$ cat config.mk
export PLATFORM = sky130hd
export DESIGN_NAME = data_read_axi_regs_wr_flat
export DESIGN_NICKNAME = d
export VERILOG_FILES = /design/src/rtl/data_read_axi_regs_wr_pkg.sv /design/src/rtl/data_read_axi_regs_wr_if.sv /design/src/rtl/data_read_axi_regs_wr_reg_word.sv /design/src/rtl/data_read_axi_regs_wr.sv /design/src/flat_wrapper.sv
export SDC_FILE = /design/constraint.sdc
export NUM_CORES = 1
export LEC_CHECK = 0
export ABC_AREA = 1
export ABC_CLOCK_PERIOD_IN_PS = 1800
export CAP_MARGIN = 20
export CELL_PAD_IN_SITES_DETAIL_PLACEMENT = 1
export CELL_PAD_IN_SITES_GLOBAL_PLACEMENT = 1
export CORE_ASPECT_RATIO = 0.7
export CORE_MARGIN = 3
export CORE_UTILIZATION = 30
export DETAILED_ROUTE_END_ITERATION = 8
export PLACE_DENSITY = 0.8
export SYNTH_ARGS = -nofsm -noshare
export SYNTH_HDL_FRONTEND = slang
export SYNTH_HIERARCHICAL = 1
export SYNTH_SLANG_ARGS = --single-unit
$ cat constraint.sdc
create_clock -name S_AXI_ACLK -period 1.8 [get_ports S_AXI_ACLK]
set_clock_uncertainty 0.05 [all_clocks]
set_input_delay 0.18 -clock S_AXI_ACLK [delete_from_list [all_inputs] [get_ports S_AXI_ACLK]]
set_output_delay 0.18 -clock S_AXI_ACLK [all_outputs]
set_load 0.02 [all_outputs]
$ cat src/rtl/data_read_axi_regs_wr_pkg.sv
`default_nettype none
// ============================================================================
//  Module   : data_read_axi_regs_wr_pkg
//  Purpose  : Shared constants, FSM encoding and helpers for the data_read
//             AXI4-Lite register write slave.
//  Revision : 1.0 - initial parametrised write slave
// ============================================================================
package data_read_axi_regs_wr_pkg;

   localparam int REG_WIDTH  = 32;
   localparam int STRB_WIDTH = REG_WIDTH / 8;

   localparam logic [1:0] RESP_OKAY   = 2'b00;
   localparam logic [1:0] RESP_SLVERR = 2'b10;

   // Register word offsets
   localparam int AXI_ADDR_CR = 0;

   // Handshake FSM: which halves of the write are currently held
   typedef enum logic [2:0] {
      ST_IDLE   = 3'd0,
      ST_HOLD_A = 3'd1,
      ST_HOLD_D = 3'd2,
      ST_COMMIT = 3'd3,
      ST_RESP   = 3'd4
   } wr_state_e;

   // Expand byte enables into a per-bit mask
   function automatic logic [REG_WIDTH-1:0] strb_to_mask(input logic [STRB_WIDTH-1:0] strb);
      logic [REG_WIDTH-1:0] mask;
      for (int b = 0; b < STRB_WIDTH; b++) begin
         mask[b*8 +: 8] = {8{strb[b]}};
      end
      return mask;
   endfunction

endpackage
`default_nettype wire

$ cat src/rtl/data_read_axi_regs_wr_if.sv
`default_nettype none
// ============================================================================
//  Module   : data_read_axi_regs_wr_if
//  Purpose  : AXI4-Lite write-channel bundle (AW, W, B) with master/slave views.
//  Revision : 1.0 - initial parametrised write slave
// ============================================================================
interface data_read_axi_regs_wr_if #(
   parameter int ADDR_W = 32,
   parameter int DATA_W = 32
);
   logic [ADDR_W-1:0]   awaddr;
   logic                awvalid;
   logic                awready;
   logic [DATA_W-1:0]   wdata;
   logic [DATA_W/8-1:0] wstrb;
   logic                wvalid;
   logic                wready;
   logic [1:0]          bresp;
   logic                bvalid;
   logic                bready;

   modport master (
      output awaddr, awvalid, wdata, wstrb, wvalid, bready,
      input  awready, wready, bresp, bvalid
   );

   modport slave (
      input  awaddr, awvalid, wdata, wstrb, wvalid, bready,
      output awready, wready, bresp, bvalid
   );
endinterface
`default_nettype wire

$ cat src/rtl/data_read_axi_regs_wr_reg_word.sv
`default_nettype none
// ============================================================================
//  Module   : data_read_axi_regs_wr_reg_word
//  Purpose  : One 32-bit control register with byte-enable write, reset value
//             and self-clearing (pulse) bits.
//  Revision : 1.0 - initial parametrised write slave
// ============================================================================
module data_read_axi_regs_wr_reg_word
   import data_read_axi_regs_wr_pkg::*;
#(
   parameter logic [REG_WIDTH-1:0] RESET_VALUE = '0,
   parameter logic [REG_WIDTH-1:0] PULSE_MASK  = '0
) (
   input  wire logic                  clk,
   input  wire logic                  rst,
   input  wire logic                  we,
   input  wire logic [REG_WIDTH-1:0]  wdata,
   input  wire logic [STRB_WIDTH-1:0] wstrb,
   output logic      [REG_WIDTH-1:0]  value_o
);

   logic [REG_WIDTH-1:0] value_d, value_q;
   logic [REG_WIDTH-1:0] byte_mask, held;

   // Pulse bits drop every cycle; a write merges enabled bytes over the held value
   always_comb begin
      byte_mask = strb_to_mask(wstrb);
      held      = value_q & ~PULSE_MASK;
      value_d   = held;
      if (we) begin
         value_d = (held & ~byte_mask) | (wdata & byte_mask);
      end
   end

   // Register storage
   always_ff @(posedge clk) begin
      if (rst) value_q <= RESET_VALUE;
      else     value_q <= value_d;
   end

   assign value_o = value_q;

endmodule
`default_nettype wire

$ cat src/rtl/data_read_axi_regs_wr.sv
`default_nettype none
// ============================================================================
//  Module   : data_read_axi_regs_wr
//  Purpose  : AXI4-Lite write slave for the data_read core: independent AW/W
//             capture, WSTRB byte writes into a register bank, pulse bits,
//             SLVERR for unmapped addresses, one outstanding write.
//  Revision : 1.0 - initial parametrised write slave
// ============================================================================
module data_read_axi_regs_wr
   import data_read_axi_regs_wr_pkg::*;
#(
   parameter int                                   C_ADDR_WIDTH  = 32,
   parameter int                                   C_DATA_WIDTH  = 32,
   parameter int                                   C_NUM_REGS    = 4,
   parameter logic [C_ADDR_WIDTH-1:0]              C_BASEADDR    = '0,
   parameter logic [C_NUM_REGS*C_DATA_WIDTH-1:0]   C_RESET_VALUE = '0,
   parameter logic [C_NUM_REGS*C_DATA_WIDTH-1:0]   C_PULSE_MASK  =
      {{(C_NUM_REGS*C_DATA_WIDTH-1){1'b0}}, 1'b1}
) (
   input  wire logic                              S_AXI_ACLK,
   input  wire logic                              S_AXI_ARESET,
   data_read_axi_regs_wr_if.slave                 s_axi,
   output logic [C_NUM_REGS*C_DATA_WIDTH-1:0]     regs_o,
   output logic [C_NUM_REGS-1:0]                  wr_stb_o
);

   localparam int IDX_W = C_ADDR_WIDTH - 2;

   wr_state_e                 state_d, state_q;
   logic [C_ADDR_WIDTH-1:0]   awaddr_d, awaddr_q;
   logic [C_DATA_WIDTH-1:0]   wdata_d, wdata_q;
   logic [C_DATA_WIDTH/8-1:0] wstrb_d, wstrb_q;
   logic [1:0]                bresp_d, bresp_q;
   logic [C_NUM_REGS-1:0]     wr_stb_d, wr_stb_q;

   logic                      awready, wready, aw_hs, w_hs;
   logic [IDX_W-1:0]          idx;
   logic                      addr_ok;
   logic [C_NUM_REGS-1:0]     reg_we;

   // Readies depend only on held state (never on VALID), and stay low in reset
   assign awready = !S_AXI_ARESET && (state_q == ST_IDLE || state_q == ST_HOLD_D);
   assign wready  = !S_AXI_ARESET && (state_q == ST_IDLE || state_q == ST_HOLD_A);
   assign aw_hs   = s_axi.awvalid && awready;
   assign w_hs    = s_axi.wvalid  && wready;

   // Word index relative to the base; byte lane bits are dropped by the shift
   assign idx     = IDX_W'((awaddr_q - C_BASEADDR) >> 2);
   assign addr_ok = (awaddr_q >= C_BASEADDR) && (idx < IDX_W'(C_NUM_REGS));

   // Next-state, capture and response logic
   always_comb begin
      state_d  = state_q;
      awaddr_d = awaddr_q;
      wdata_d  = wdata_q;
      wstrb_d  = wstrb_q;
      bresp_d  = bresp_q;
      wr_stb_d = '0;
      if (aw_hs) awaddr_d = s_axi.awaddr;
      if (w_hs) begin
         wdata_d = s_axi.wdata;
         wstrb_d = s_axi.wstrb;
      end
      case (state_q)
         ST_IDLE: begin
            if (aw_hs && w_hs) state_d = ST_COMMIT;
            else if (aw_hs)    state_d = ST_HOLD_A;
            else if (w_hs)     state_d = ST_HOLD_D;
         end
         ST_HOLD_A: if (w_hs)  state_d = ST_COMMIT;
         ST_HOLD_D: if (aw_hs) state_d = ST_COMMIT;
         ST_COMMIT: begin
            state_d  = ST_RESP;
            bresp_d  = addr_ok ? RESP_OKAY : RESP_SLVERR;
            wr_stb_d = reg_we;
         end
         ST_RESP:   if (s_axi.bready) state_d = ST_IDLE;
         default:   state_d = ST_IDLE;
      endcase
   end

   // State and capture registers; reset drops any partial transaction
   always_ff @(posedge S_AXI_ACLK) begin
      if (S_AXI_ARESET) begin
         state_q  <= ST_IDLE;
         awaddr_q <= '0;
         wdata_q  <= '0;
         wstrb_q  <= '0;
         bresp_q  <= RESP_OKAY;
         wr_stb_q <= '0;
      end else begin
         state_q  <= state_d;
         awaddr_q <= awaddr_d;
         wdata_q  <= wdata_d;
         wstrb_q  <= wstrb_d;
         bresp_q  <= bresp_d;
         wr_stb_q <= wr_stb_d;
      end
   end

   generate
      for (genvar gi = 0; gi < C_NUM_REGS; gi++) begin : g_regs
         assign reg_we[gi] = (state_q == ST_COMMIT) && addr_ok && (idx == IDX_W'(gi));

         data_read_axi_regs_wr_reg_word #(
            .RESET_VALUE (C_RESET_VALUE[gi*C_DATA_WIDTH +: C_DATA_WIDTH]),
            .PULSE_MASK  (C_PULSE_MASK [gi*C_DATA_WIDTH +: C_DATA_WIDTH])
         ) u_reg (
            .clk     (S_AXI_ACLK),
            .rst     (S_AXI_ARESET),
            .we      (reg_we[gi]),
            .wdata   (wdata_q),
            .wstrb   (wstrb_q),
            .value_o (regs_o[gi*C_DATA_WIDTH +: C_DATA_WIDTH])
         );
      end
   endgenerate

   assign s_axi.awready = awready;
   assign s_axi.wready  = wready;
   assign s_axi.bvalid  = (state_q == ST_RESP);
   assign s_axi.bresp   = bresp_q;
   assign wr_stb_o      = wr_stb_q;

endmodule
`default_nettype wire

$ cat src/flat_wrapper.sv
// flat-port wrapper written by rule: the top's interface ports become plain ports
module data_read_axi_regs_wr_flat import data_read_axi_regs_wr_pkg::*;
#(
   parameter int                                   C_ADDR_WIDTH  = 32,
   parameter int                                   C_DATA_WIDTH  = 32,
   parameter int                                   C_NUM_REGS    = 4,
   parameter logic [C_ADDR_WIDTH-1:0]              C_BASEADDR    = '0,
   parameter logic [C_NUM_REGS*C_DATA_WIDTH-1:0]   C_RESET_VALUE = '0,
   parameter logic [C_NUM_REGS*C_DATA_WIDTH-1:0]   C_PULSE_MASK  =
      {{(C_NUM_REGS*C_DATA_WIDTH-1){1'b0}}, 1'b1}
)
  (S_AXI_ACLK, S_AXI_ARESET, regs_o, wr_stb_o, s_axi_awaddr, s_axi_awvalid, s_axi_wdata, s_axi_wstrb, s_axi_wvalid, s_axi_bready, s_axi_awready, s_axi_wready, s_axi_bresp, s_axi_bvalid);
  data_read_axi_regs_wr_if #(.ADDR_W(32), .DATA_W(32)) s_axi_i ();
  input  wire logic S_AXI_ACLK;
  input  wire logic S_AXI_ARESET;
  output logic [C_NUM_REGS*C_DATA_WIDTH-1:0] regs_o;
  output logic [C_NUM_REGS-1:0] wr_stb_o;
  input wire logic [$bits(s_axi_i.awaddr)-1:0] s_axi_awaddr;
  input wire logic [$bits(s_axi_i.awvalid)-1:0] s_axi_awvalid;
  input wire logic [$bits(s_axi_i.wdata)-1:0] s_axi_wdata;
  input wire logic [$bits(s_axi_i.wstrb)-1:0] s_axi_wstrb;
  input wire logic [$bits(s_axi_i.wvalid)-1:0] s_axi_wvalid;
  input wire logic [$bits(s_axi_i.bready)-1:0] s_axi_bready;
  output wire logic [$bits(s_axi_i.awready)-1:0] s_axi_awready;
  output wire logic [$bits(s_axi_i.wready)-1:0] s_axi_wready;
  output wire logic [$bits(s_axi_i.bresp)-1:0] s_axi_bresp;
  output wire logic [$bits(s_axi_i.bvalid)-1:0] s_axi_bvalid;
  assign s_axi_i.awaddr = s_axi_awaddr;
  assign s_axi_i.awvalid = s_axi_awvalid;
  assign s_axi_i.wdata = s_axi_wdata;
  assign s_axi_i.wstrb = s_axi_wstrb;
  assign s_axi_i.wvalid = s_axi_wvalid;
  assign s_axi_i.bready = s_axi_bready;
  assign s_axi_awready = s_axi_i.awready;
  assign s_axi_wready = s_axi_i.wready;
  assign s_axi_bresp = s_axi_i.bresp;
  assign s_axi_bvalid = s_axi_i.bvalid;
  data_read_axi_regs_wr #(.C_ADDR_WIDTH(C_ADDR_WIDTH), .C_DATA_WIDTH(C_DATA_WIDTH), .C_NUM_REGS(C_NUM_REGS), .C_BASEADDR(C_BASEADDR), .C_RESET_VALUE(C_RESET_VALUE), .C_PULSE_MASK(C_PULSE_MASK)) u_core (.S_AXI_ACLK(S_AXI_ACLK), .S_AXI_ARESET(S_AXI_ARESET), .s_axi(s_axi_i), .regs_o(regs_o), .wr_stb_o(wr_stb_o));
endmodule
[Word level (Yosys, flattened, before mapping)]
Index checks and enable logic that the tools add are counted.
Operators by class
  add/sub/neg operators: 0
  multiply operators: 0
  div/mod/pow operators: 0
  $lt $le $gt $ge: 2
  equal/unequal tests: 11
  shifts and indexed selects: 0
  multiplexer cells: 8
  bitwise logic cells: 12
  reductions and logical operators: 19
Operator list (number)
  $and A32 B32 Y32: 5
  $or A32 B32 Y32: 4
  $eq A30 B2 Y1 const B: 2
  $ge A32 B1 Y1 const B: 1
  $not A32 Y32: 1
  $eq A30 B1 Y1 const B: 1
  $logic_not A30 Y1: 1
  $lt A30 B3 Y1 const B: 1
  $mux W3: 6
  $pmux W3 S5: 1
  $logic_and A1 B1 Y1: 11
  $eq A3 B2 Y1 const B: 2
  $ne A2 B1 Y1 const B: 2
  $ne A4 B2 Y1 const B: 1
  $reduce_and A4 Y1: 1
  $reduce_or A2 Y1: 2
  $eq A3 B1 Y1 const B: 1
  $eq A3 B3 Y1 const B: 1
  $logic_not A3 Y1: 1
  $logic_or A1 B1 Y1: 2
  $mux W2: 1
  $ne A2 B2 Y1 const B: 1
  $not A1 Y1: 2
  $logic_not A1 Y1: 1
Word-level totals
  bits in registers: 205
  latch bits: 0
  RAM bits: 0
  bits in read-only memories: 0
  bits of input ports: 73
  output and inout port bits: 137
  word-level logic and storage cells: 63
  memories kept: 0

[Longest topological paths before layout]
Gate-level depths: netlist of the first run.
  depth in word-level cells: 8
  mapped depth: 12
  gate-level depth less buffers: 11

[Cells and area by module]
Netlist of the first run, hierarchy kept.
By module, submodules not included
  data_read_axi_regs_wr_reg_word (u_core.g_regs[1].u_reg ...): times used 3, cells an instance 204, area an instance 1312.5 um2, sequential area each 640.6 um2
  data_read_axi_regs_wr: times used 1, cells an instance 369, area an instance 2892.8 um2, sequential area each 1481.4 um2
  data_read_axi_regs_wr_reg_word (u_core.g_regs[0].u_reg): times used 1, cells an instance 201, area an instance 1296.2 um2, sequential area each 640.6 um2

[Least setup slack after synthesis of the first run]
No wires, ideal clock.
  path type: register -> register
  start: register u_core.state_q[1]
  end: register with a tool-made name
  setup time: 0.113 ns
  arrival: 1.569 ns
  required time: 1.637 ns
  slack: 0.068 ns
  cell stages (with the launch flop): 11
  buffers on the path: 1
  clock period less this slack: 1.732 ns
  path through: dfxtp_1 > inv_1 > nor3_2 > nand3_1 > nor2_2 > nand3_1 > inv_1 > nand2_1 > buf_4 > nor2_1 > nor2_1
RTL lines
  from (decl): line data_read_axi_regs_wr.sv:29  | wr_state_e state_d, state_q;
  from (signal assigned): line data_read_axi_regs_wr.sv:92  | state_q <= state_d;

==> results of run 1 <==
-- synth_stat cells, drive strengths merged --
cell    count  area [um2]
nand2     394        1490
nor2      271        1030
dfxtp     202        4040
inv       171         642
nand3      46         235
buf        34         245
o31ai      26         195
clkbuf     16         101
nand4       7        43.8
o21ai       6        45.0
nor3        5        41.3
a21oi       2        10.0
clkinv      1        3.75
conb        1        3.75
-- final cells by class --
| cell class | instances | area [um2] | area share, % |
|---|---|---|---|
| multi-input combinational | 758 | 4370 | 32.0 |
| sequential | 202 | 4050 | 29.7 |
| timing repair buffer | 311 | 3420 | 25.0 |
| inverter | 172 | 656 | 4.80 |
| clock buffer | 32 | 629 | 4.61 |
| tap | 357 | 447 | 3.27 |
| clock inverter | 7 | 87.6 | 0.641 |
-- what timing repair did --
action,CTS,global route
pin swaps,12,73
setup endpoints to repair,130,132
buffers inserted,20,8
resized for setup,155,300
endpoints found under the hold margin,0,0
cloned,13,3
-- metal layers --
layer	up-vias	routed length [um]
li1	4074	-
met1	4134	14800
met2	198	16300
met3	51	1590
met4	0	670
met5	-	0
-- how the worst max path moves through the flow --
stage	depth (start not counted)	slack (ns)	to
6_report	15	-0.36	flop
5_1_grt	15	-0.46	flop
4_1_cts	15	-0.18	flop
3_5_place_dp	12	-0.26	flop
3_3_place_gp	12	-0.15	flop
2_1_floorplan	10	0.07	flop
-- worst max-delay path: stages (launching register included) --
cell and delay, ns:
dfxtp_2 0.32, inv_2 0.06, nand2_2 0.06, nor3_4 0.22
buf_6 0.15, nand3_4 0.07, nor2_4 0.20, buf_6 0.14
nand3_4 0.08, inv_4 0.09, buf_6 0.13, nand2_8 0.06
buf_12 0.18, nand2_1 0.10, nand2_1 0.07, nor2_2 0.11
-- logic make-up (layout without fill, tap and decap cells) --
kind of cell           Yosys count  after routing  share of synthesized area, %
and+or+nand+nor                723            723                          34.9
buffers and inverters          222            522                          12.2
DFF                            202            202                          49.8
AOI/OAI and AO/OA               34             34                          3.08
other                            1              1                        0.0461
-- report_power, final --
part	internal [mW]	switching, mW
Clock	2.71	1.82
Combinational	0.902	1.16
Sequential	4.79	0.427
-- through the flow --
stage | TNS, ns | std cells | hold WS (ns) | worst slack [ns] | area [um2]
finish | -35.77 | 1839 | 0.173 | -0.359 | 13700
global route | -48.50 | 1839 | 0.192 | -0.462 | 13700
CTS | -16.99 | 1835 | 0.157 | -0.178 | 12600
detailed placement | -24.95 | 1763 | 0.417 | -0.263 | 11000
global placement | -13.04 | 1763 | 0.411 | -0.154 | 11000
floorplan | 0 | 1182 | 0.241 | 0.0683 | 8130
==> impl_metrics.env, run 1 <==
export IMPL_first_pass_iters=4
export IMPL_postCtsHoldBufs=0
export IMPL_die_w_um=203
export IMPL_r2r_cells=15
export IMPL_grt_total_usage_pct=21.3
export IMPL_insertion_delay_ns=0.50
export IMPL_p_leak_nw=6.21
export IMPL_drt_wirelength_per_cell_um=18.2
export IMPL_setup_worst_path_start="u_core/awaddr_q[7]"
export IMPL_use_met2_pct=37.4
export IMPL_synth_cell_types=27
export IMPL_syn_area_um2=8130
export IMPL_core_um2=26200
export IMPL_clk_path_buf_depth=3
export IMPL_ioPinCount=210
export IMPL_die_h_um=144
export IMPL_grt_start_max_net_pins=46
export IMPL_synth_seq_cells=202
export IMPL_power_mw=11.8
export IMPL_root_buffer="clkbuf_16"
export IMPL_first_iter_violations=361
export IMPL_grt_pass1_vias=9031
export IMPL_grt_pass1_wl_mm=49.4
export IMPL_crit_type="flop to flop"
export IMPL_r2r_slack_ns=-0.36
export IMPL_drive_gt1_share_pct=29.8
export IMPL_final_common_cell="nand2_1"
export IMPL_synth_cells=1182
export IMPL_diodes=0
export IMPL_gp_congestion=0.782
export IMPL_cts_tree="done"
export IMPL_startpoint_type="flop"
export IMPL_hpwl_mm=20.5
export IMPL_antenna_found_initial=0
export IMPL_hold_class="input pin to flop"
export IMPL_hp_start="s_axi_wdata[7]"
export IMPL_r2r_start="u_core/awaddr_q[7]"
export IMPL_hold_end="u_core/wdata_q[7]"
export IMPL_utilization_pct=52.2
export IMPL_area_delta_synth_final_pct=68.1
export IMPL_final_max_slew_viol_count=0
export IMPL_ir_worst_vdd_mv=0.570
export IMPL_syn_num_nets=1255
export IMPL_hold_viol=0
export IMPL_clkSlewWorstSetupHoldPaths_ns=0.06
export IMPL_met1_usage_pct=27.7
export IMPL_start_util_pct=31.0
export IMPL_violations="negative setup slack"
export IMPL_grt_use_met3_pct=4.08
export IMPL_cp_end_kind="flop"
export IMPL_via_per_inst=4.60
export IMPL_layout_setup_ws_ns=-0.359
export IMPL_cap_violations=0
export IMPL_htreeDepth=1
export IMPL_fillCellCount=3110
export IMPL_num_rows=49
export IMPL_finalSetupViolCount=128
export IMPL_finalCriticalPeriod_ns=2.16
export IMPL_worstPathArrival_ns=2.54
export IMPL_synth_seq_area_share_pct=49.8
export IMPL_synth_warnings=6
export IMPL_dieArea_um2=29100
export IMPL_final_cell_mix="nand2_1 (206), clkdlybuf4s50_1 (203), dfxtp_1 (199)"
export IMPL_worstMarginPinSlew_ns=0.776
export IMPL_cts_sinks=202
export IMPL_avgSynthCellArea_um2=6.88
export IMPL_critPathRequiredTime_ns=2.19
export IMPL_numCtsBuffers=22
export IMPL_grt_ovfl_total=0
export IMPL_dr_total_vias=8457
export IMPL_min_delay_path_depth=3
export IMPL_period_share_pct=120
export IMPL_nNetsFinal=1540
export IMPL_slew_limit_headroom_pct=48.2
export IMPL_status="finished, violations left"
export IMPL_power_density_nw_per_um2=864
export IMPL_ant_nets=0
export IMPL_finalWirelength_mm=33.4
export IMPL_worst_path_max_fanout=8
export IMPL_busiest_layer="met2"
export IMPL_drc=0
export IMPL_grt_setup_unrepaired="yes"
export IMPL_port_buffers=206
export IMPL_max_freq_ghz=0.463
(Power assumes the default switching activity.)
==> run 2, diff against run 1 <==
- CTS_CLUSTER_DIAMETER: unset -> 120
==> results of run 2 <==
The final DEF is identical to that of run 1; final timing and power are the same.
